$ cat src/rtl/i2s_rx_deserializer_pkg.sv
// i2s_rx_deserializer_pkg
// Shared audio definitions for the I2S receive path:
//   rx_state_e        receiver framing state (WAIT_SYNC / LEFT / RIGHT)
//   I2S_SAMPLE_WIDTH  captured bits per channel
//   LR_LEFT           LRCLK level that marks the left slot
`timescale 1ns/1ps
package i2s_rx_deserializer_pkg;

    typedef enum logic [1:0] {
        WAIT_SYNC = 2'd0,
        LEFT      = 2'd1,
        RIGHT     = 2'd2
    } rx_state_e;

    localparam int   I2S_SAMPLE_WIDTH = 24;
    localparam logic LR_LEFT          = 1'b0;

endpackage

$ cat src/rtl/i2s_rx_deserializer_if.sv
// i2s_rx_deserializer_if
// Bundles the codec-side I2S inputs, the enable and the captured-sample outputs.
//   enable, i2s_bclk, i2s_lrclk, i2s_sdata   into the receiver
//   line_in_l, line_in_r                      last complete L/R samples
//   new_sample, short_word, synced            status strobes / level
// master: the side driving the serial link and consuming samples.
// slave : the receiver itself.
`timescale 1ns/1ps
interface i2s_rx_deserializer_if #(
    parameter int SAMPLE_WIDTH = 24
);
    logic                    enable;
    logic                    i2s_bclk;
    logic                    i2s_lrclk;
    logic                    i2s_sdata;
    logic [SAMPLE_WIDTH-1:0] line_in_l;
    logic [SAMPLE_WIDTH-1:0] line_in_r;
    logic                    new_sample;
    logic                    short_word;
    logic                    synced;

    modport master (
        output enable, i2s_bclk, i2s_lrclk, i2s_sdata,
        input  line_in_l, line_in_r, new_sample, short_word, synced
    );

    modport slave (
        input  enable, i2s_bclk, i2s_lrclk, i2s_sdata,
        output line_in_l, line_in_r, new_sample, short_word, synced
    );
endinterface

$ cat src/rtl/i2s_rx_deserializer_sync_edge_detect.sv
// sync_edge_detect
// Multi-stage synchronizer for a group of asynchronous inputs, all delayed by
// the same number of stages, plus a rise detector on bit 0.
//   clk, reset  system clock / async active-high reset
//   d           raw asynchronous inputs
//   q           synchronized inputs (SYNC_STAGES clk of delay)
//   rise        q[0] was 0 in the previous clk and is 1 now
`timescale 1ns/1ps
module sync_edge_detect #(
    parameter int WIDTH       = 3,
    parameter int SYNC_STAGES = 2
) (
    input  logic             clk,
    input  logic             reset,
    input  logic [WIDTH-1:0] d,
    output logic [WIDTH-1:0] q,
    output logic             rise
);
    logic [SYNC_STAGES-1:0][WIDTH-1:0] stage_q, stage_d;
    logic                              prev_q, prev_d;

    always_comb begin
        stage_d[0] = d;
        for (int s = 1; s < SYNC_STAGES; s++) begin
            stage_d[s] = stage_q[s-1];
        end
        prev_d = stage_q[SYNC_STAGES-1][0];
    end

    always_ff @(posedge clk or posedge reset) begin
        if (reset) begin
            stage_q <= '0;
            prev_q  <= 1'b0;
        end else begin
            stage_q <= stage_d;
            prev_q  <= prev_d;
        end
    end

    assign q    = stage_q[SYNC_STAGES-1];
    assign rise = stage_q[SYNC_STAGES-1][0] & ~prev_q;
endmodule

$ cat src/rtl/i2s_rx_deserializer.sv
// i2s_rx_deserializer
// Receive half of the codec I2S link. Deserializes ADC serial data into
// SAMPLE_WIDTH-bit left/right samples on the system clock.
//   clk, reset      system clock / async active-high reset
//   bus (slave)     enable and I2S inputs in; line_in_l/r, new_sample,
//                   short_word, synced out
// Framing: LRCLK low = left, MSB one BCLK after the LRCLK edge, bits taken on
// BCLK rises. The bit taken at an LRCLK edge belongs to the closing slot.
`timescale 1ns/1ps
module i2s_rx_deserializer
    import i2s_rx_deserializer_pkg::*;
#(
    parameter int SAMPLE_WIDTH = I2S_SAMPLE_WIDTH,
    parameter int SYNC_STAGES  = 2
) (
    input  logic                  clk,
    input  logic                  reset,
    i2s_rx_deserializer_if.slave  bus
);
    localparam int                CNT_W    = $clog2(SAMPLE_WIDTH + 1);
    localparam logic [CNT_W-1:0]  FULL_CNT = CNT_W'(SAMPLE_WIDTH);
    localparam logic [CNT_W-1:0]  ONE_CNT  = CNT_W'(1);

    logic [2:0] sync_q;
    logic       bclk_rise;
    logic       lr, sd;

    sync_edge_detect #(
        .WIDTH       (3),
        .SYNC_STAGES (SYNC_STAGES)
    ) u_sync (
        .clk   (clk),
        .reset (reset),
        .d     ({bus.i2s_sdata, bus.i2s_lrclk, bus.i2s_bclk}),
        .q     (sync_q),
        .rise  (bclk_rise)
    );

    assign lr = sync_q[1];
    assign sd = sync_q[2];

    rx_state_e                state_q, state_d;
    logic [CNT_W-1:0]         bit_cnt_q, bit_cnt_d;
    logic [SAMPLE_WIDTH-1:0]  shift_q, shift_d;
    logic [SAMPLE_WIDTH-1:0]  left_hold_q, left_hold_d;
    logic [SAMPLE_WIDTH-1:0]  line_l_q, line_l_d;
    logic [SAMPLE_WIDTH-1:0]  line_r_q, line_r_d;
    logic                     lr_prev_q, lr_prev_d;
    logic                     pub_q, pub_d;
    logic                     new_sample_q, new_sample_d;
    logic                     short_word_q, short_word_d;

    logic [CNT_W-1:0]         cnt_app;
    logic [SAMPLE_WIDTH-1:0]  shift_app;
    logic [SAMPLE_WIDTH-1:0]  closed_word;
    logic                     lr_edge;

    always_comb begin
        state_d      = state_q;
        bit_cnt_d    = bit_cnt_q;
        shift_d      = shift_q;
        left_hold_d  = left_hold_q;
        line_l_d     = line_l_q;
        line_r_d     = line_r_q;
        lr_prev_d    = lr_prev_q;
        pub_d        = 1'b0;
        short_word_d = 1'b0;
        // new_sample trails the line_in register update by one clk
        new_sample_d = pub_q;

        // Current bit appended under the saturating-count rule
        cnt_app   = bit_cnt_q;
        shift_app = shift_q;
        if (bit_cnt_q < FULL_CNT) begin
            shift_app = {shift_q[SAMPLE_WIDTH-2:0], sd};
            cnt_app   = bit_cnt_q + ONE_CNT;
        end
        // Short words are left-aligned with zero LSBs
        closed_word = (cnt_app < FULL_CNT) ? (shift_app << (FULL_CNT - cnt_app)) : shift_app;
        lr_edge     = (lr != lr_prev_q);

        if (bclk_rise) begin
            lr_prev_d = lr;
        end

        if (!bus.enable) begin
            state_d   = WAIT_SYNC;
            bit_cnt_d = '0;
            shift_d   = '0;
        end else if (bclk_rise) begin
            case (state_q)
                WAIT_SYNC: begin
                    if (lr_edge && (lr == LR_LEFT)) begin
                        state_d   = LEFT;
                        bit_cnt_d = '0;
                        shift_d   = '0;
                    end
                end
                LEFT, RIGHT: begin
                    bit_cnt_d = cnt_app;
                    shift_d   = shift_app;
                    if (lr_edge) begin
                        bit_cnt_d    = '0;
                        shift_d      = '0;
                        short_word_d = (cnt_app < FULL_CNT);
                        if (state_q == LEFT) begin
                            left_hold_d = closed_word;
                            state_d     = RIGHT;
                        end else begin
                            line_l_d = left_hold_q;
                            line_r_d = closed_word;
                            pub_d    = 1'b1;
                            state_d  = LEFT;
                        end
                    end
                end
                default: state_d = WAIT_SYNC;
            endcase
        end
    end

    always_ff @(posedge clk or posedge reset) begin
        if (reset) begin
            state_q      <= WAIT_SYNC;
            bit_cnt_q    <= '0;
            shift_q      <= '0;
            left_hold_q  <= '0;
            line_l_q     <= '0;
            line_r_q     <= '0;
            lr_prev_q    <= 1'b0;
            pub_q        <= 1'b0;
            new_sample_q <= 1'b0;
            short_word_q <= 1'b0;
        end else begin
            state_q      <= state_d;
            bit_cnt_q    <= bit_cnt_d;
            shift_q      <= shift_d;
            left_hold_q  <= left_hold_d;
            line_l_q     <= line_l_d;
            line_r_q     <= line_r_d;
            lr_prev_q    <= lr_prev_d;
            pub_q        <= pub_d;
            new_sample_q <= new_sample_d;
            short_word_q <= short_word_d;
        end
    end

    assign bus.line_in_l  = line_l_q;
    assign bus.line_in_r  = line_r_q;
    assign bus.new_sample = new_sample_q;
    assign bus.short_word = short_word_q;
    assign bus.synced     = (state_q != WAIT_SYNC);
endmodule

$ cat src/flat_wrapper.sv
// flat-port wrapper written by rule: the top's interface ports become plain ports
module i2s_rx_deserializer_flat import i2s_rx_deserializer_pkg::*;
#(
    parameter int SAMPLE_WIDTH = I2S_SAMPLE_WIDTH,
    parameter int SYNC_STAGES  = 2
)
  (clk, reset, bus_enable, bus_i2s_bclk, bus_i2s_lrclk, bus_i2s_sdata, bus_line_in_l, bus_line_in_r, bus_new_sample, bus_short_word, bus_synced);
  i2s_rx_deserializer_if #(.SAMPLE_WIDTH(SAMPLE_WIDTH)) bus_i ();
  input  logic clk;
  input  logic reset;
  input wire logic [$bits(bus_i.enable)-1:0] bus_enable;
  input wire logic [$bits(bus_i.i2s_bclk)-1:0] bus_i2s_bclk;
  input wire logic [$bits(bus_i.i2s_lrclk)-1:0] bus_i2s_lrclk;
  input wire logic [$bits(bus_i.i2s_sdata)-1:0] bus_i2s_sdata;
  output wire logic [$bits(bus_i.line_in_l)-1:0] bus_line_in_l;
  output wire logic [$bits(bus_i.line_in_r)-1:0] bus_line_in_r;
  output wire logic [$bits(bus_i.new_sample)-1:0] bus_new_sample;
  output wire logic [$bits(bus_i.short_word)-1:0] bus_short_word;
  output wire logic [$bits(bus_i.synced)-1:0] bus_synced;
  assign bus_i.enable = bus_enable;
  assign bus_i.i2s_bclk = bus_i2s_bclk;
  assign bus_i.i2s_lrclk = bus_i2s_lrclk;
  assign bus_i.i2s_sdata = bus_i2s_sdata;
  assign bus_line_in_l = bus_i.line_in_l;
  assign bus_line_in_r = bus_i.line_in_r;
  assign bus_new_sample = bus_i.new_sample;
  assign bus_short_word = bus_i.short_word;
  assign bus_synced = bus_i.synced;
  i2s_rx_deserializer #(.SAMPLE_WIDTH(SAMPLE_WIDTH), .SYNC_STAGES(SYNC_STAGES)) u_core (.clk(clk), .reset(reset), .bus(bus_i));
endmodule
$ cat config.mk
export PLATFORM = sky130hd
export DESIGN_NAME = i2s_rx_deserializer_flat
export DESIGN_NICKNAME = d
export VERILOG_FILES = /design/src/rtl/i2s_rx_deserializer_pkg.sv /design/src/rtl/i2s_rx_deserializer_if.sv /design/src/rtl/i2s_rx_deserializer_sync_edge_detect.sv /design/src/rtl/i2s_rx_deserializer.sv /design/src/flat_wrapper.sv
export SDC_FILE = /design/constraint.sdc
export NUM_CORES = 1
export LEC_CHECK = 0
export CORE_MARGIN = 2
export CORE_UTILIZATION = 30
export DETAILED_ROUTE_END_ITERATION = 16
export MAX_ROUTING_LAYER = met4
export PLACE_DENSITY = 0.45
export SLEW_MARGIN = 5
export SYNTH_ARGS = -nofsm -noshare
export SYNTH_HDL_FRONTEND = slang
export SYNTH_HIERARCHICAL = 1
export SYNTH_SLANG_ARGS = --single-unit
$ cat constraint.sdc
create_clock -name clk -period 5 [get_ports clk]
set_input_delay 1 -clock clk [delete_from_list [all_inputs] [get_ports clk]]
set_output_delay 1 -clock clk [all_outputs]
set_load 0.05 [all_outputs]
Word-level counts from Yosys, hierarchy flattened
Cells that the tools add are included.
- flip-flop bits (word level): 114
- input port bits: 6
- output and inout bits: 51
- word-level logic and storage cells: 65
- $add $sub $neg: 2
- magnitude comparators: 2
- equality and inequality tests: 7
- shift operators: 1
- muxes and demuxes: 28
- bitwise logic cells: 4
- reduce and logical (&&, ||, !) cells: 8
- operators with widths (kind ; number):
    two-way mux 24 bit ; 6
    one-hot mux 24 bit (2 select lines) ; 1
    two-way mux 5 bit ; 5
    << shifter 24 x 5 -> 24 bit ; 1
    less-than comparator 5 bit, second input constant ; 2
    two-way mux 2 bit ; 5
    one-hot mux 5 bit (2 select lines) ; 1
    AND reduction 5 bit ; 2
    two-way mux 1 bit ; 9
    inequality test 3 x 2 -> 1 bit, second input constant ; 2
    AND reduction 3 bit ; 2
    adder 5 x 1 -> 5 bit, second input constant ; 1
    subtractor 5 bit, first input constant ; 1
    one-hot mux 2 bit (2 select lines) ; 1
    inequality test 3 x 1 -> 1 bit, second input constant ; 1
    NOT 1 bit ; 3
    == test 2 x 1 -> 1 bit, second input constant ; 1
    == test 2 bit, second input constant ; 1
    logical NOT 2 bit ; 1
    inequality test 2 x 1 -> 1 bit, second input constant ; 1
    nonzero test 2 bit ; 1
    OR reduction 2 bit ; 1
    bitwise AND 1 bit ; 1
    logical AND 1 bit ; 1
    inequality test 1 bit ; 1

Depth between registers and ports, before layout
Gate-level depths: netlist (run 1).
- word-level depth: 7
- gate-level depth with buffers: 15
- gate-level depth less buffers: 10

By module
The synthesis (run 1) kept the hierarchy.
- modules (own cells, without submodules) (module ; instances ; cells each ; area an instance (um^2)):
    i2s_rx_deserializer ; 1 ; 665 ; 6287.3
    sync_edge_detect ; 1 ; 9 ; 192.7

Worst setup path before layout (run 1)
Ideal clock, no wire load.
- kind: reg2reg
- start point: register u_core.bit_cnt_q[3]
- end point: register u_core.left_hold_q[16]
- library setup time: 0.136 ns
- arrival: 3.248 ns
- required time: 4.864 ns
- setup slack: 1.616 ns
- stages on the path, launching flop included: 15
- path buffers: 4
- period minus slack after synthesis: 3.384 ns
- path through: dfrtp_1 buf_6 nand2_2 clkbuf_1 clkbuf_1 mux2i_1 ha_1 and4b_1 o21ai_1 o221ai_1 o22ai_2 buf_2 nor3_1 a2111oi_2 o31ai_1
- word-level cells in the longest chain between the ends: 5
- elaborated cells on any way between the ends: 8
- classes of those cells: add/sub (2); order compare (2); shift (1); mux (3)
- RTL lines (element ; RTL line ; source):
    start, declared ; i2s_rx_deserializer.sv:43 ; logic [CNT_W-1:0] bit_cnt_q, bit_cnt_d;
    start signal, assigned ; i2s_rx_deserializer.sv:136 ; bit_cnt_q <= bit_cnt_d;
    adder 5 x 1 -> 5 bit or less-than comparator 5 bit (tied branches) ; i2s_rx_deserializer.sv:76, i2s_rx_deserializer.sv:74 ;
    two-way mux 5 bit ; i2s_rx_deserializer.sv:74 ; if (bit_cnt_q < FULL_CNT) begin
    subtractor 5 bit ; i2s_rx_deserializer.sv:79 ; closed_word = (cnt_app < FULL_CNT) ? (shift_app << (FULL_CNT - cnt_app)) : shift_app;
    << shifter 24 x 5 -> 24 bit ; i2s_rx_deserializer.sv:79 ;
    two-way mux 24 bit * ; i2s_rx_deserializer.sv:79 ;
    end signal, assigned ; i2s_rx_deserializer.sv:138 ; left_hold_q <= left_hold_d;
    end, declared ; i2s_rx_deserializer.sv:45 ; logic [SAMPLE_WIDTH-1:0] left_hold_q, left_hold_d;
Every way passes the cells marked *; elsewhere a longest branch is shown, timed or not.
A chain may end at the register's enable or synchronous reset.

Worst setup path in the final report (run 1)
- start point: register u_core.bit_cnt_q[3]
- end point: register u_core.line_r_q[22] (netlist: u_core/bus.line_in_r[22])
- word-level cells in the longest chain between the ends: 5
- elaborated cells on any way between the ends: 8
- classes of those cells: add/sub (2); order compare (2); shift (1); mux (3)
- RTL lines (element ; RTL line ; source):
    adder 5 x 1 -> 5 bit or less-than comparator 5 bit (tied branches) ; i2s_rx_deserializer.sv:76, i2s_rx_deserializer.sv:74 ;
    two-way mux 5 bit ; i2s_rx_deserializer.sv:74 ;
    subtractor 5 bit ; i2s_rx_deserializer.sv:79 ;
    << shifter 24 x 5 -> 24 bit ; i2s_rx_deserializer.sv:79 ;
    two-way mux 24 bit * ; i2s_rx_deserializer.sv:79 ;
    end signal, assigned ; i2s_rx_deserializer.sv:140 ; line_r_q <= line_r_d;
    end, declared ; i2s_rx_deserializer.sv:47 ; logic [SAMPLE_WIDTH-1:0] line_r_q, line_r_d;
Marked as above.

==> results of run 1 <==
## per-stage QoR
stage | util (%) | instance area (um^2) | cells | total power, uW
finish | 37.2 | 7850 | 997 | 2810
global route | 37.2 | 7850 | 997 | 2940
CTS | 37.2 | 7850 | 997 | 2850
detailed placement | 34.2 | 7220 | 966 | 1530
global placement | 34.2 | 7220 | 966 | 1530
floorplan | - | 6480 | 674 | 1390
## kinds of logic after synthesis
group           synth area share [%]
simple gates                    17.9
compound gates                  19.8
flops                           44.0
buf+inv                         5.21
mux                             10.7
xor+xnor                        1.22
fa+ha+maj                       1.16
## cells in the final DEF (no fill, tap or decap), types with 3 or more instances in the layout
cell	Yosys	layout
and2_1	7	7
clkinv_4	0	4
ha_1	6	6
mux2i_1	27	27
o31a_1	5	5
a31oi_1	5	5
nor3_2	4	4
a211oi_1	8	8
inv_6	0	4
nor3_1	15	15
clkdlybuf4s50_1	0	56
nand2_1	129	129
nand3_1	3	3
bufinv_16	0	4
mux4_2	7	7
and3_1	19	19
nor2b_1	3	3
o21ai_0	34	34
a211o_1	7	7
o22ai_1	6	6
buf_4	6	13
inv_1	12	11
and4b_1	5	5
mux2_2	21	21
a21boi_1	3	3
a21boi_0	9	9
dfrtp_1	114	114
nand2b_1	14	14
a21oi_1	27	27
nand4_1	3	3
a22o_1	24	24
a2111oi_2	4	4
o21ai_1	10	10
clkbuf_16	0	17
a311oi_1	3	3
nor2_1	29	29
o31ai_1	26	25
## worst max-delay path: stages, from the launching register on
cell and delay, ns:
dfrtp_1 0.68, and2_1 0.43, xnor2_1 0.20, ha_1 0.40, xnor2_2 0.17, xnor2_4 0.32, buf_4 0.32, mux2_2 0.38
a211oi_1 0.43, o22ai_1 0.26, a21oi_1 0.19
## final timing paths
path                                             to  slack (ns)  cells past startpoint
setup / recovery           u_core/bus.line_in_r[22]        1.14                     10
hold / removal                   u_core/u_sync/q[2]        0.35                      0
setup reg to reg           u_core/bus.line_in_r[22]        1.14                     10
hold reg to reg                  u_core/u_sync/q[2]        0.35                      0
max in group asynchronous  u_core/bus.line_in_r[16]        3.10                      3
min in group asynchronous        u_core/u_sync/q[1]        0.91                      2
## power groups by stage
stage / Combinational [uW] / Sequential, uW / Clock, uW
floorplan: 322 / 1070 / 0
global placement: 527 / 1000 / 0
detailed placement: 527 / 1000 / 0
CTS: 530 / 988 / 1330
global route: 571 / 993 / 1380
finish: 526 / 987 / 1300
## state kept, by name (all words and copies together), names as in the netlist
signal / flops
u_core/bus.line_in_l: 24
u_core/bus.line_in_r: 24
u_core/left_hold_q: 24
u_core/shift_q: 24
u_core/bit_cnt_q: 5
u_core/u_sync/q: 3
u_core/u_sync/stage_d: 3
u_core/state_q: 2
u_core/bus.new_sample: 1
u_core/bus.short_word: 1
u_core/lr_prev_q: 1
u_core/new_sample_d: 1
u_core/u_sync/prev_q: 1
## per-layer routing
layer	wire length (um)	track usage, %	up-vias
met1	9280	24.9	2583
met2	8120	25.5	111
met5	0	-	-
met3	750	3.34	18
li1	-	-	2510
met4	227	4.25	0
## area by class of cell
cell class,count,share of cell area (%)
Timing Repair Buffer,69,8.39
Clock buffer,17,5.42
Tap cell,275,4.39
Clock inverter,14,2.58
Inverter,15,0.750
Sequential cell,114,36.4
Multi-Input combinational cell,493,42.1
==> flow_summary.toml, run 1 <==
[clock_tree]
clkTransAtPathRegs_ns = 0.06
cts.sinks = 114
postCtsHoldBufs = 0
post_cts_buffers = 0
cts_buffers = 17
root_buffer = "clkbuf_16"
insertion_delay_ns = 0.41
htree_levels = 4
clock_path_buffers = 2
cts_tree = "done"
cts_resized = 0

[setup_path]
cp.arrival_ns = 4.19
crit_start = "u_core/bit_cnt_q[3]"
end_kind = "register"
critPathKind = "register to register"
cp.required_ns = 5.33
worst-path-max-fanout = 21
cp-start-kind = "register"
r2r_start = "u_core/bit_cnt_q[3]"

[global_route]
grtUsageTotal_pct = 17.4
grt_first_pass_wirelength_um = 29500
grt_pass1_vias = 5038
antenna_found_initial = 0
grt_max_degree = 53
grt.overflow.total = 0

[route]
vias_per_cell = 5.24
vias = 5222
routed_wl_um = 18400
firstDrtPassIters = 4
drc = 0
antenna_left = 0
drt-initial-drc-count = 440
wl_per_cell_um = 18.4

[timing]
finalCriticalPeriod_ns = 3.86
setup_viol = 0
hold_viol_final = 0
finalSetupTns_ns = 0
min_period_over_period_pct = 77.1
fmax_mhz = 259
slew_violations = 0
finalWorstSetupSlack_ns = 1.14
holdWs_ns = 0.349
worst_pin_slew_ns = 0.983
finalClockSkew_ns = 0.00816
rsz0062_at_grt = "false"
slew_headroom_pct = 34.3

[placed_design]
port_buffers = 56
gp_routability_congestion = 0.864
dp_worst_setup_slack_ns = 1.13
dpl.hpwl_um = 13400

[power_and_ir_drop]
p_clk_share_pct = 46.2
power_density_mw_per_mm2 = 358
p_sw_uw = 827
switching_share_pct = 29.4
leakagePower_uw = 0.00343
p_int_uw = 1980
combPwrFrac_pct = 18.7
p_seq_share_pct = 35.1
irDropWorstVdd_uv = 194

[yosys]
syn-num-nets = 686
ys_seq_area_share_pct = 44.0
ys.flop_type = "dfrtp_1"
synth_edf_count = 0
yosys_register_bits = 114
netlist.area_leader.share_pct = 44.0
yosysMostFrequentCell = "nand2_1"
avgSynthCellArea_um2 = 9.61
synthTopCellsByCount = "129 x nand2_1, 114 x dfrtp_1, 34 x o21ai_0, 29 x nor2_1"
synth-async-reset-ratio_pct = 100
yosysTopAreaCell = "dfrtp_1"
synth_cell_types = 65
yosysWarnings = 6
synthCells = 674
syn_area_mm2 = 0.00648
synth_area_leaders = "dfrtp_1 44%, nand2_1 7.5%, mux2i_1 4.2%"

[floorplan]
die_y_um = 151
start_util_pct = 30.7
coreArea_mm2 = 0.0211
row_count = 53
die_area_mm2 = 0.0228
dieWidth_um = 151
io_pins = 57

[layout]
drive_gt1_share_pct = 13.0
syn2layout_area_growth_pct = 21.1
finalNetCount = 722
regArea_mm2 = 0.00285
nFillCells = 2159
multi_input_area_mm2 = 0.00330
antenna_cells = 0

[status]
status = "completed"

[hold_path]
min_path_type = "register to register"
worstHoldStart = "u_core/u_sync/stage_d[5]"

[run]
cap_viol_max_count = 0
Note: power is estimated with default switching activity, not from simulation.
==> run 2, diff against run 1 <==
==> constraint.sdc (replaced) <==
create_clock -name clk -period 4 [get_ports clk]
set_input_delay 0.8 -clock clk [delete_from_list [all_inputs] [get_ports clk]]
set_output_delay 0.8 -clock clk [all_outputs]
set_load 0.05 [all_outputs]
==> run 2 against run 1 <==
Critical path type unchanged. Count of clock-buffer cells in the layout increased by 1. Worst hold slack improved by 0.0038 ns. Largest power group unchanged. Die area unchanged. Design area up 0.70%. Cell count grew 0.40%. Flip-flop and latch count did not move. Combinational power up 25%. Highest routed layer unchanged. Register-to-register slack worse by 0.80 ns. Global-route usage shrank 0.14 points. Via count is 1.0% higher. Sequential power is 25% higher.
==> flow_summary.toml, run 2 (synthesized netlist as in run 1, its figures left out) <==
[clock_tree]
clkTransAtPathRegs_ns = 0.07
insertion_delay_ns = 0.42
htree_levels = 4
cts_buffers = 17
cts.sinks = 114
root_buffer = "clkbuf_16"
cts_tree = "done"
post_cts_buffers = 0
clock_path_buffers = 2

[layout]
syn2layout_area_growth_pct = 21.9
mostFrequentLayoutCells = "129 x nand2_1, 114 x dfrtp_1, 56 x clkdlybuf4s50_1"
final_common_cell = "nand2_1"
drive_gt1_share_pct = 13.5
finalNetCount = 725
nFillCells = 2093
final_cells = 1001
antenna_cells = 0

[timing]
slew_headroom_pct = 38.8
slew_violations = 0
rsz0062_at_grt = "false"
finalSetupTns_ns = 0
setup_viol = 0
min_period_over_period_pct = 91.5
hold_viol_final = 0
finalCriticalPeriod_ns = 3.66
fmax_mhz = 273
finalClockSkew_ns = 0.0109
worst_pin_slew_ns = 0.916

[floorplan]
die_y_um = 151
start_util_pct = 30.7
io_pins = 57
coreArea_mm2 = 0.0211
die_area_mm2 = 0.0228
row_count = 53
dieWidth_um = 151

[power_and_ir_drop]
irDropWorstVdd_uv = 251
p_int_uw = 2460
combPwrFrac_pct = 18.6
fin_total_pwr_uw = 3520
power_density_mw_per_mm2 = 446
p_seq_share_pct = 35.0
switching_share_pct = 30.3
p_clk_share_pct = 46.4
p_sw_uw = 1070
leakagePower_uw = 0.00347

[hold_path]
whs_path_depth = 0
worstHoldStart = "u_core/new_sample_d"
min_to = "u_core/bus.new_sample"
min_path_type = "register to register"

[setup_path]
ff2ff_path_depth = 10
cp_top_family = "multiplexers"
cp.required_ns = 4.36
end_kind = "register"
r2r_end = "u_core/left_hold_q[7]"
critPathKind = "register to register"
slowest_delay_ns = 0.53
crit_chain = "ha_1, mux2i_1, ha_1, xnor2_2, xnor2_4, mux2i_1, mux2i_1, or4_1, o21ai_0, mux2_2"
r2r_start = "u_core/bit_cnt_q[1]"
cp_num_cells = 10
crit_start = "u_core/bit_cnt_q[1]"
crit_buf_inv = 0
cp_slowest_cell = "xnor2_4"
r2r_slack_ns = 0.34
cp.arrival_ns = 4.02
cp-start-kind = "register"
worst-path-max-fanout = 13
cpMostUsedCell = "mux2i_1"

[global_route]
grt_first_pass_wirelength_um = 29200
grtUsageTotal_pct = 17.3
grt_pass1_vias = 5114
grt.overflow.total = 0
grt_max_degree = 62
antenna_found_initial = 0

[route]
antenna_left = 0
routed_wl_um = 18300
vias = 5274
drt-initial-drc-count = 325
wl_per_cell_um = 18.3
drc = 0
vias_per_cell = 5.27
firstDrtPassIters = 4

[placed_design]
port_buffers = 56
placed_cells = 968
gp_routability_congestion = 0.920
dpl.hpwl_um = 13000

[run]
cap_viol_max_count = 0

[status]
status = "completed"
run 2: worst max path at each step:
| stage | end |
|---|---|
| 6_report | u_core/left_hold_q[7] |
| 5_1_grt | u_core/bus.line_in_r[22] |
| 4_1_cts | u_core/left_hold_q[7] |
| 3_5_place_dp | u_core/left_hold_q[15] |
| 3_3_place_gp | u_core/bus.line_in_r[7] |
| 2_1_floorplan | u_core/bit_cnt_q[0] |
run 2: power groups by stage:
stage | logic, uW | clock network (uW) | registers, uW
floorplan | 402 | 0 | 1330
global placement | 646 | 0 | 1250
detailed placement | 652 | 0 | 1260
CTS | 653 | 1670 | 1240
global route | 711 | 1740 | 1240
finish | 656 | 1630 | 1230
run 2: area by class of cell:
type / instances / area (um^2) / area share, %
clock buffer: 18 / 439 / 5.56
timing repair buffer: 71 / 686 / 8.68
sequential: 114 / 2850 / 36.1
multi-input combinational: 494 / 3330 / 42.1
tap: 275 / 344 / 4.36
inverter: 15 / 58.8 / 0.744
clock inverter: 14 / 193 / 2.44
run 2: metal layers:
layer | vias to the layer above | global-route usage [%] | wire length, um | part of all wire, %
met2 | 123 | 25.3 | 8230 | 45
met5 | - | - | 0 | 0
met1 | 2626 | 24.2 | 9080 | 49
met3 | 17 | 3.19 | 748 | 4.1
li1 | 2508 | - | - | -
met4 | 0 | 5.56 | 293 | 1.6
run 2: timing repair:
action / 4_1_cts / 5_1_grt
resized for setup: 0 / 1
setup endpoints to repair: 0 / 2
hold buffers: 0 / 0
run 2: worst register-to-register path, delay by kind of cell, from the launching register on:
kind	cells	cell delay (ns)
AOI/OAI and AO/OA	1	0.15
DFF	1	0.50
muxes	4	0.99
and+or+nand+nor	1	0.43
adders and majority gates	2	0.79
xor gates and xnor gates	2	0.75
run 2: through the flow:
stage / setup WS, ns / hold slack, ns / instance area (um^2) / util [%]
global route: 0.161 / 0.369 / 7900 / 37.5
finish: 0.340 / 0.353 / 7900 / 37.5
CTS: 0.251 / 0.356 / 7880 / 37.4
global placement: 0.401 / 0.335 / 7240 / 34.4
detailed placement: 0.275 / 0.341 / 7240 / 34.4
floorplan: 0.383 / 0.331 / 6480 / -
==> run 3, diff against run 2 <==
--- a/config.mk
+++ b/config.mk
@@ -6,10 +6,10 @@
 export NUM_CORES = 1
 export LEC_CHECK = 0
 export CORE_MARGIN = 2
-export CORE_UTILIZATION = 30
+export CORE_UTILIZATION = 55
 export DETAILED_ROUTE_END_ITERATION = 16
 export MAX_ROUTING_LAYER = met4
-export PLACE_DENSITY = 0.45
+export PLACE_DENSITY = 0.75
 export SLEW_MARGIN = 5
 export SYNTH_ARGS = -nofsm -noshare
 export SYNTH_HDL_FRONTEND = slang
==> run 3 against run 2 <==
Combinational power hardly changed. Die area is 44% lower. Power is 6.6% lower. Sequential power hardly changed. Global-route usage is 11 points higher. Via count is 3.3% higher. Sequential share of layout area is 1.2 points higher. Worst hold slack worse by 0.0016 ns. Worst setup slack worse by 0.078 ns. Largest power group unchanged.
==> flow_summary.toml, run 3 (synthesized netlist as in run 1, its figures left out) <==
[timing]
fmax_mhz = 268
min_period_over_period_pct = 93.4
rsz0062_at_grt = "false"
worst_pin_slew_ns = 0.943
slew_headroom_pct = 37.1
setup_viol = 0
finalCriticalPeriod_ns = 3.74
finalSetupTns_ns = 0
finalClockSkew_ns = 0.00867
hold_viol_final = 0
slew_violations = 0
finalWorstSetupSlack_ns = 0.263

[global_route]
grt.overflow.total = 0
grt_max_degree = 78
grt_first_pass_wirelength_um = 27400
grtUsageTotal_pct = 28.2
grt_pass1_vias = 5255
antenna_found_initial = 0

[route]
drt-initial-drc-count = 464
vias_per_cell = 6.26
firstDrtPassIters = 5
drc = 0
vias = 5450
wl_per_cell_um = 19.3
antenna_left = 0
routed_wl_um = 16800

[placed_design]
dp_worst_setup_slack_ns = 0.325
dpl.hpwl_um = 11700
gp_routability_congestion = 0.945
port_buffers = 56

[setup_path]
end_kind = "register"
cp_top_family = "multiplexers"
cp-start-kind = "register"
cp_slowest_cell = "xnor2_4"
cp.required_ns = 4.35
cpMostUsedCell = "mux2i_1"
crit_chain = "ha_1, mux2i_1, ha_1, xnor2_2, xnor2_4, mux2i_1, mux2i_1, or4_1, o21ai_0, mux2_2"
slowest_delay_ns = 0.74
worst-path-max-fanout = 26
cp.arrival_ns = 4.09
critPathKind = "register to register"
r2r_slack_ns = 0.26
crit_buf_inv = 0

[clock_tree]
cts_tree = "done"
cts_resized = 0
clock_path_buffers = 2
insertion_delay_ns = 0.42
root_buffer = "clkbuf_16"
postCtsHoldBufs = 0
cts_buffers = 17
post_cts_buffers = 0
clkTransAtPathRegs_ns = 0.05
cts.sinks = 114
htree_levels = 4

[power_and_ir_drop]
power_density_mw_per_mm2 = 430
leakagePower_uw = 0.00341
irDropWorstVdd_uv = 429

[layout]
final_common_cell = "nand2_1"
drive_gt1_share_pct = 13.5
regArea_mm2 = 0.00285
nFillCells = 939
mostFrequentLayoutCells = "129 x nand2_1, 114 x dfrtp_1, 56 x clkdlybuf4s50_1"
syn2layout_area_growth_pct = 18.0
antenna_cells = 0
finalNetCount = 727
multi_input_area_mm2 = 0.00330

[floorplan]
row_count = 39
dieWidth_um = 113
die_y_um = 113
io_pins = 57
coreArea_mm2 = 0.0115
die_area_mm2 = 0.0127
start_util_pct = 56.5

[run]
cap_viol_max_count = 0

[status]
status = "completed"

[hold_path]
min_path_type = "register to register"
## run 3: cell count changes in the layout (fill, tap and decap cells not counted), moves of 2 or more
cell | before | now
buf_4 | 14 | 18
inv_6 | 5 | 1
clkinv_2 | 0 | 3
clkinvlp_4 | 1 | 4
inv_8 | 3 | 0
bufinv_16 | 3 | 1
clkbuf_1 | 0 | 2
## run 3: metrics by stage
step	util [%]	total power [uW]	hold slack, ns	cells	instance area (um^2)
3_5_place_dp	61.8	1900	0.341	839	7090
2_1_floorplan	-	1740	0.331	674	6480
6_report	66.7	3290	0.351	871	7650
4_1_cts	66.7	3300	0.353	871	7650
5_1_grt	66.7	3420	0.355	871	7650
3_3_place_gp	61.8	1890	0.333	839	7090
## run 3: routing by layer
metal	vias to the layer above	GRT usage, %	routed length (um)
met2	191	41.9	7800
li1	2524	-	-
met4	0	8.54	241
met1	2711	39.2	7720
met3	24	5.99	1020
met5	-	-	0
## run 3: worst reg2reg max path: stages, from the launching register on
cell and delay (ns):
dfrtp_1 0.48, ha_1 0.38, mux2i_1 0.21, ha_1 0.39, xnor2_2 0.17, xnor2_4 0.75
mux2i_1 0.35, mux2i_1 0.18, or4_1 0.43, o21ai_0 0.13, mux2_2 0.20
## run 3: report_power, final
group	total, uW	internal [uW]	switching [uW]
combinational	657	234	422
sequential	1240	1200	32.7
clock	1400	868	529
total	3290	2310	984
## run 3: layout make-up
cell class | count | area share, %
clock buffer | 20 | 5.84
clock inverter | 12 | 1.44
inverter | 15 | 0.769
multi-input combinational | 493 | 43.2
sequential | 114 | 37.3
tap | 143 | 2.34
timing repair buffer | 74 | 9.10
## run 3: final timing paths
path                            cells past startpoint                      from                        to
worst max register to register                     10       u_core/bit_cnt_q[1]     u_core/left_hold_q[7]
worst max-delay path                               10       u_core/bit_cnt_q[1]     u_core/left_hold_q[7]
min in group asynchronous                           2                     reset  u_core/u_sync/stage_d[3]
max in group asynchronous                           3                     reset  u_core/bus.line_in_r[19]
worst min register to register                      0  u_core/u_sync/stage_d[3]        u_core/u_sync/q[0]
worst min-delay path                                0  u_core/u_sync/stage_d[3]        u_core/u_sync/q[0]
==> variant 1 (config.mk and constraints of run 2) <==
The 3 states of `rx_state_e` get a one-hot encoding in 3 bits.
--- a/src/rtl/i2s_rx_deserializer_pkg.sv
+++ b/src/rtl/i2s_rx_deserializer_pkg.sv
@@ -7,8 +7,8 @@
 package i2s_rx_deserializer_pkg;
 
-    typedef enum logic [1:0] {
-        WAIT_SYNC = 2'd0,
-        LEFT      = 2'd1,
-        RIGHT     = 2'd2
+    typedef enum logic [2:0] {
+        WAIT_SYNC = 3'b001,
+        LEFT      = 3'b010,
+        RIGHT     = 3'b100
     } rx_state_e;
 
Function: no difference found for any inputs over 4 cycles, from zero or initial values and one cycle with reset high; so few cycles prove little.
==> variant 1 against run 2 <==
Worst setup slack improved by 0.45 ns; area after synthesis is 5.3% higher; wire length grew 7.0%; cell area increased by 3.8%; sequential cell count grew 1; first-iteration DRC count rose by 91%; clock skew increased by 0.0026 ns; synthesized cell count is 5.6% higher.
Power is not compared: it rests on default switching activity, and its combinational part moved more than twofold at a synthesized area within 25%.
==> variant 1: results (changes against run 2) <==
metric,value,unit,change
min Tclk post-route,3.21,ns,was 3.66 ns
Multi-input gate area,0.00363,sq mm,was 0.00333 sq mm
syn avg cell area,9.58,sq um,was 9.61 sq um
placed cells,1018,,was 968
seq_cells,115,,was 114
worst r2r src,u_core/bit_cnt_q[0],,was u_core/bit_cnt_q[1]
GRT Util Overall,0.175,,was 0.173
Non-Clock Buffer Area Fraction,0.0867,,was 0.0868
status,completed,,unchanged
r2r setup slk,0.79,ns,was 0.34 ns
Worst setup startpoint,u_core/bit_cnt_q[0],,was u_core/bit_cnt_q[1]
drt first pass iters,5,,was 4
global-route wire length before repair,31.8,mm,was 29.2 mm
Filler Cell Count,2215,,"was 2,093"
post-route cell area,0.00820,sq mm,was 0.00790 sq mm
Min Hold Slack,0.349,ns,was 0.353 ns
global placement routability congestion,0.909,,was 0.920
Clock-cell share,0.0722,,was 0.0800
fin nets,761,,was 725
inverters,8,,was 15
Synth Net Count,721,,was 686
"wirelength, routed",19.6,mm,was 18.3 mm
"Seq/Total Area, Yosys",0.422,,was 0.440
Cells after Synth,712,,was 674
Setup WS pre-CTS,0.818,ns,was 0.275 ns
-- variant 1: changes by cell type after synthesis, sizes merged, moves of 5 or more --
cell,change
mux2i,-19
nor2,+18
a31oi,+13
nand2,-12
nand2b,+11
a21boi,+10
a22o,-8
inv,-7
mux4,+7
nand3,+7
nor3,-7
a211o,-6
o22a,+5
o31ai,+5
-- variant 1: kinds of logic after synthesis --
| family | count (synthesis) | share of synthesized area |
|---|---|---|
| AO/OA/AOI/OAI | 219 | 0.230 |
| XOR/XNOR | 5 | 0.0103 |
| adder cells (fa/ha/maj) | 3 | 0.00550 |
| buffers and inverters | 63 | 0.0471 |
| flip-flops | 115 | 0.422 |
| multiplexers | 42 | 0.0937 |
| AND/OR/NAND/NOR | 265 | 0.191 |
-- variant 1: layer usage --
metal | routed length, um | GRT usage | vias to the layer above
li1 | - | - | 2703
met2 | 9030 | 0.260 | 164
met5 | 0 | - | -
met1 | 9320 | 0.239 | 2812
met4 | 274 | 0.0503 | 0
met3 | 1020 | 0.0403 | 21
==> variant 2 (flow settings as in run 2) <==
Made on the original files. Change the package constant `I2S_SAMPLE_WIDTH` from 24 to 20.
--- a/src/rtl/i2s_rx_deserializer_pkg.sv
+++ b/src/rtl/i2s_rx_deserializer_pkg.sv
@@ -13,5 +13,5 @@
     } rx_state_e;
 
-    localparam int   I2S_SAMPLE_WIDTH = 24;
+    localparam int   I2S_SAMPLE_WIDTH = 20;
     localparam logic LR_LEFT          = 1'b0;
 
Ports: changed (resized bus_line_in_l and bus_line_in_r); port bits go from 57 to 49. No check against the original RTL was run, so the function may have changed too.
==> variant 2 against run 2 <==
First-iteration DRC count is 8.3% lower; worst setup slack better by 0.27 ns; via count shrank 16%; critical path type unchanged; wire length down 15%; total power down 21%; area after synthesis is 15% lower; cell area fell by 17%; clock skew is 0.0011 ns lower; combinational power up 21%; sequential power down 8%; largest cell class unchanged; sequential cell count down 16.
==> variant 2: results (changes against run 2) <==
metric,value,unit,change
placed cells,806,,was 968
PortBufs,48,,was 56
status,completed,,unchanged
H-Tree Depth,3,,was 4
LEAKAGE,2.88,nW,was 3.47 nW
drt initial violations,298,,was 325
xor and xnor fraction of the mapped netlist area,0.0206,,was 0.0122
Top delay family on crit path,compound AO/OA/AOI/OAI gates,,was multiplexers
CTS Buf Count,9,,was 17
setup TNS,0,ns,unchanged
Max stage delay on crit path,0.58,ns,was 0.53 ns
post-route insts no fill,822,,"was 1,001"
drt first pass iters,5,,was 4
"Distinct cells, synth",68,,was 65
global placement routability congestion,0.898,,was 0.920
Worst setup startpoint,u_core/bit_cnt_q[0],,was u_core/bit_cnt_q[1]
vias in the first global route,4376,,"was 5,114"
post-detail-place hpwl,11.2,mm,was 13.0 mm
global-route wire length before repair,25.2,mm,was 29.2 mm
Synth Net Count,564,,was 686
multiplexer share of the synthesized area,0.161,,was 0.107
GRT Util Overall,0.169,,was 0.173
"Slowest-stage cell, CP",ha_1,,was xnor2_4
WP data arrival,3.61,ns,was 4.02 ns
"wirelength, routed",15.6,mm,was 18.3 mm
wire length on met2,7.41,mm,was 8.23 mm
WL met3,610,um,was 748 um
most instantiated cells after synthesis,"dfrtp_1 (98), nand2_1 (70), mux2_2 (46), mux2i_1 (36), nor2_1 (35)",,"was nand2_1 (129), dfrtp_1 (114), o21ai_0 (34), nor2_1 (29)"
vias per cell,5.38,,was 5.27
fin nets,600,,was 725
CP Capture Point,u_core/bus.line_in_r[12],,was u_core/left_hold_q[7]
syn avg cell area,10.0,sq um,was 9.61 sq um
Max VDD drop,203,uV,was 251 uV
Clock Skews,0.00978,ns,was 0.0109 ns
insertion delay to the later sink of the worst-skew pair,0.36,ns,was 0.42 ns
met1 wire length,7.28,mm,was 9.08 mm
r2r setup slk,0.61,ns,was 0.34 ns
Synth Area in Compound Gates,0.189,,was 0.198
variant 2: changes by cell type in the layout (fill, tap and decap cells not counted), moves of 16 or more:
cell            run 2  this run
and3_1             19         1
dfrtp_1           114        98
nand2_1           129        70
o31ai_1            25         1
mux2_2             21        46
nand3_1             3        26
variant 2: metal layers:
layer	track usage	vias up
met5	-	-
met4	0.0505	0
met3	0.0258	20
met2	0.265	124
met1	0.226	2201
li1	-	2080
variant 2: power by group:
group	switching (W)	leakage [nW]	internal [W]
sequential	0.0000575	1.33	0.00108
combinational	0.000521	1.42	0.000274
clock	0.000427	0.135	0.000438
variant 2: cell type report:
class	count	area, sq um
Inverter	13	51.3
Timing Repair Buffer	62	598
Tap cell	229	287
Fill cell	1845	11500
Multi-Input combinational cell	404	2850
Sequential cell	98	2450
Clock buffer	9	225
Clock inverter	7	70.1
variant 2: kinds of logic (layout without fill, tap and decap cells):
family | count (synthesis) | count (layout)
and+or+nand+nor | 157 | 157
xor gates and xnor gates | 7 | 7
adders and majority gates | 6 | 6
buffers and inverters | 50 | 91
DFF | 98 | 98
AOI/OAI and AO/OA | 151 | 151
muxes | 83 | 83
variant 2: worst min-delay path by stage:
stage / slack [ns] / from / endpoint
2_1_floorplan: 0.33 / u_core/new_sample_d / u_core/bus.new_sample
3_3_place_gp: 0.33 / u_core/u_sync/stage_d[3] / u_core/u_sync/q[0]
3_5_place_dp: 0.34 / u_core/u_sync/stage_d[5] / u_core/u_sync/q[2]
4_1_cts: 0.36 / u_core/new_sample_d / u_core/bus.new_sample
5_1_grt: 0.36 / u_core/new_sample_d / u_core/bus.new_sample
6_report: 0.35 / u_core/new_sample_d / u_core/bus.new_sample
variant 2: per-stage QoR:
step | area, sq um | setup WS [ns]
global route | 6540 | 0.426
global placement | 6240 | 0.659
detailed placement | 6240 | 0.668
finish | 6540 | 0.611
floorplan | 5530 | 0.667
CTS | 6540 | 0.638
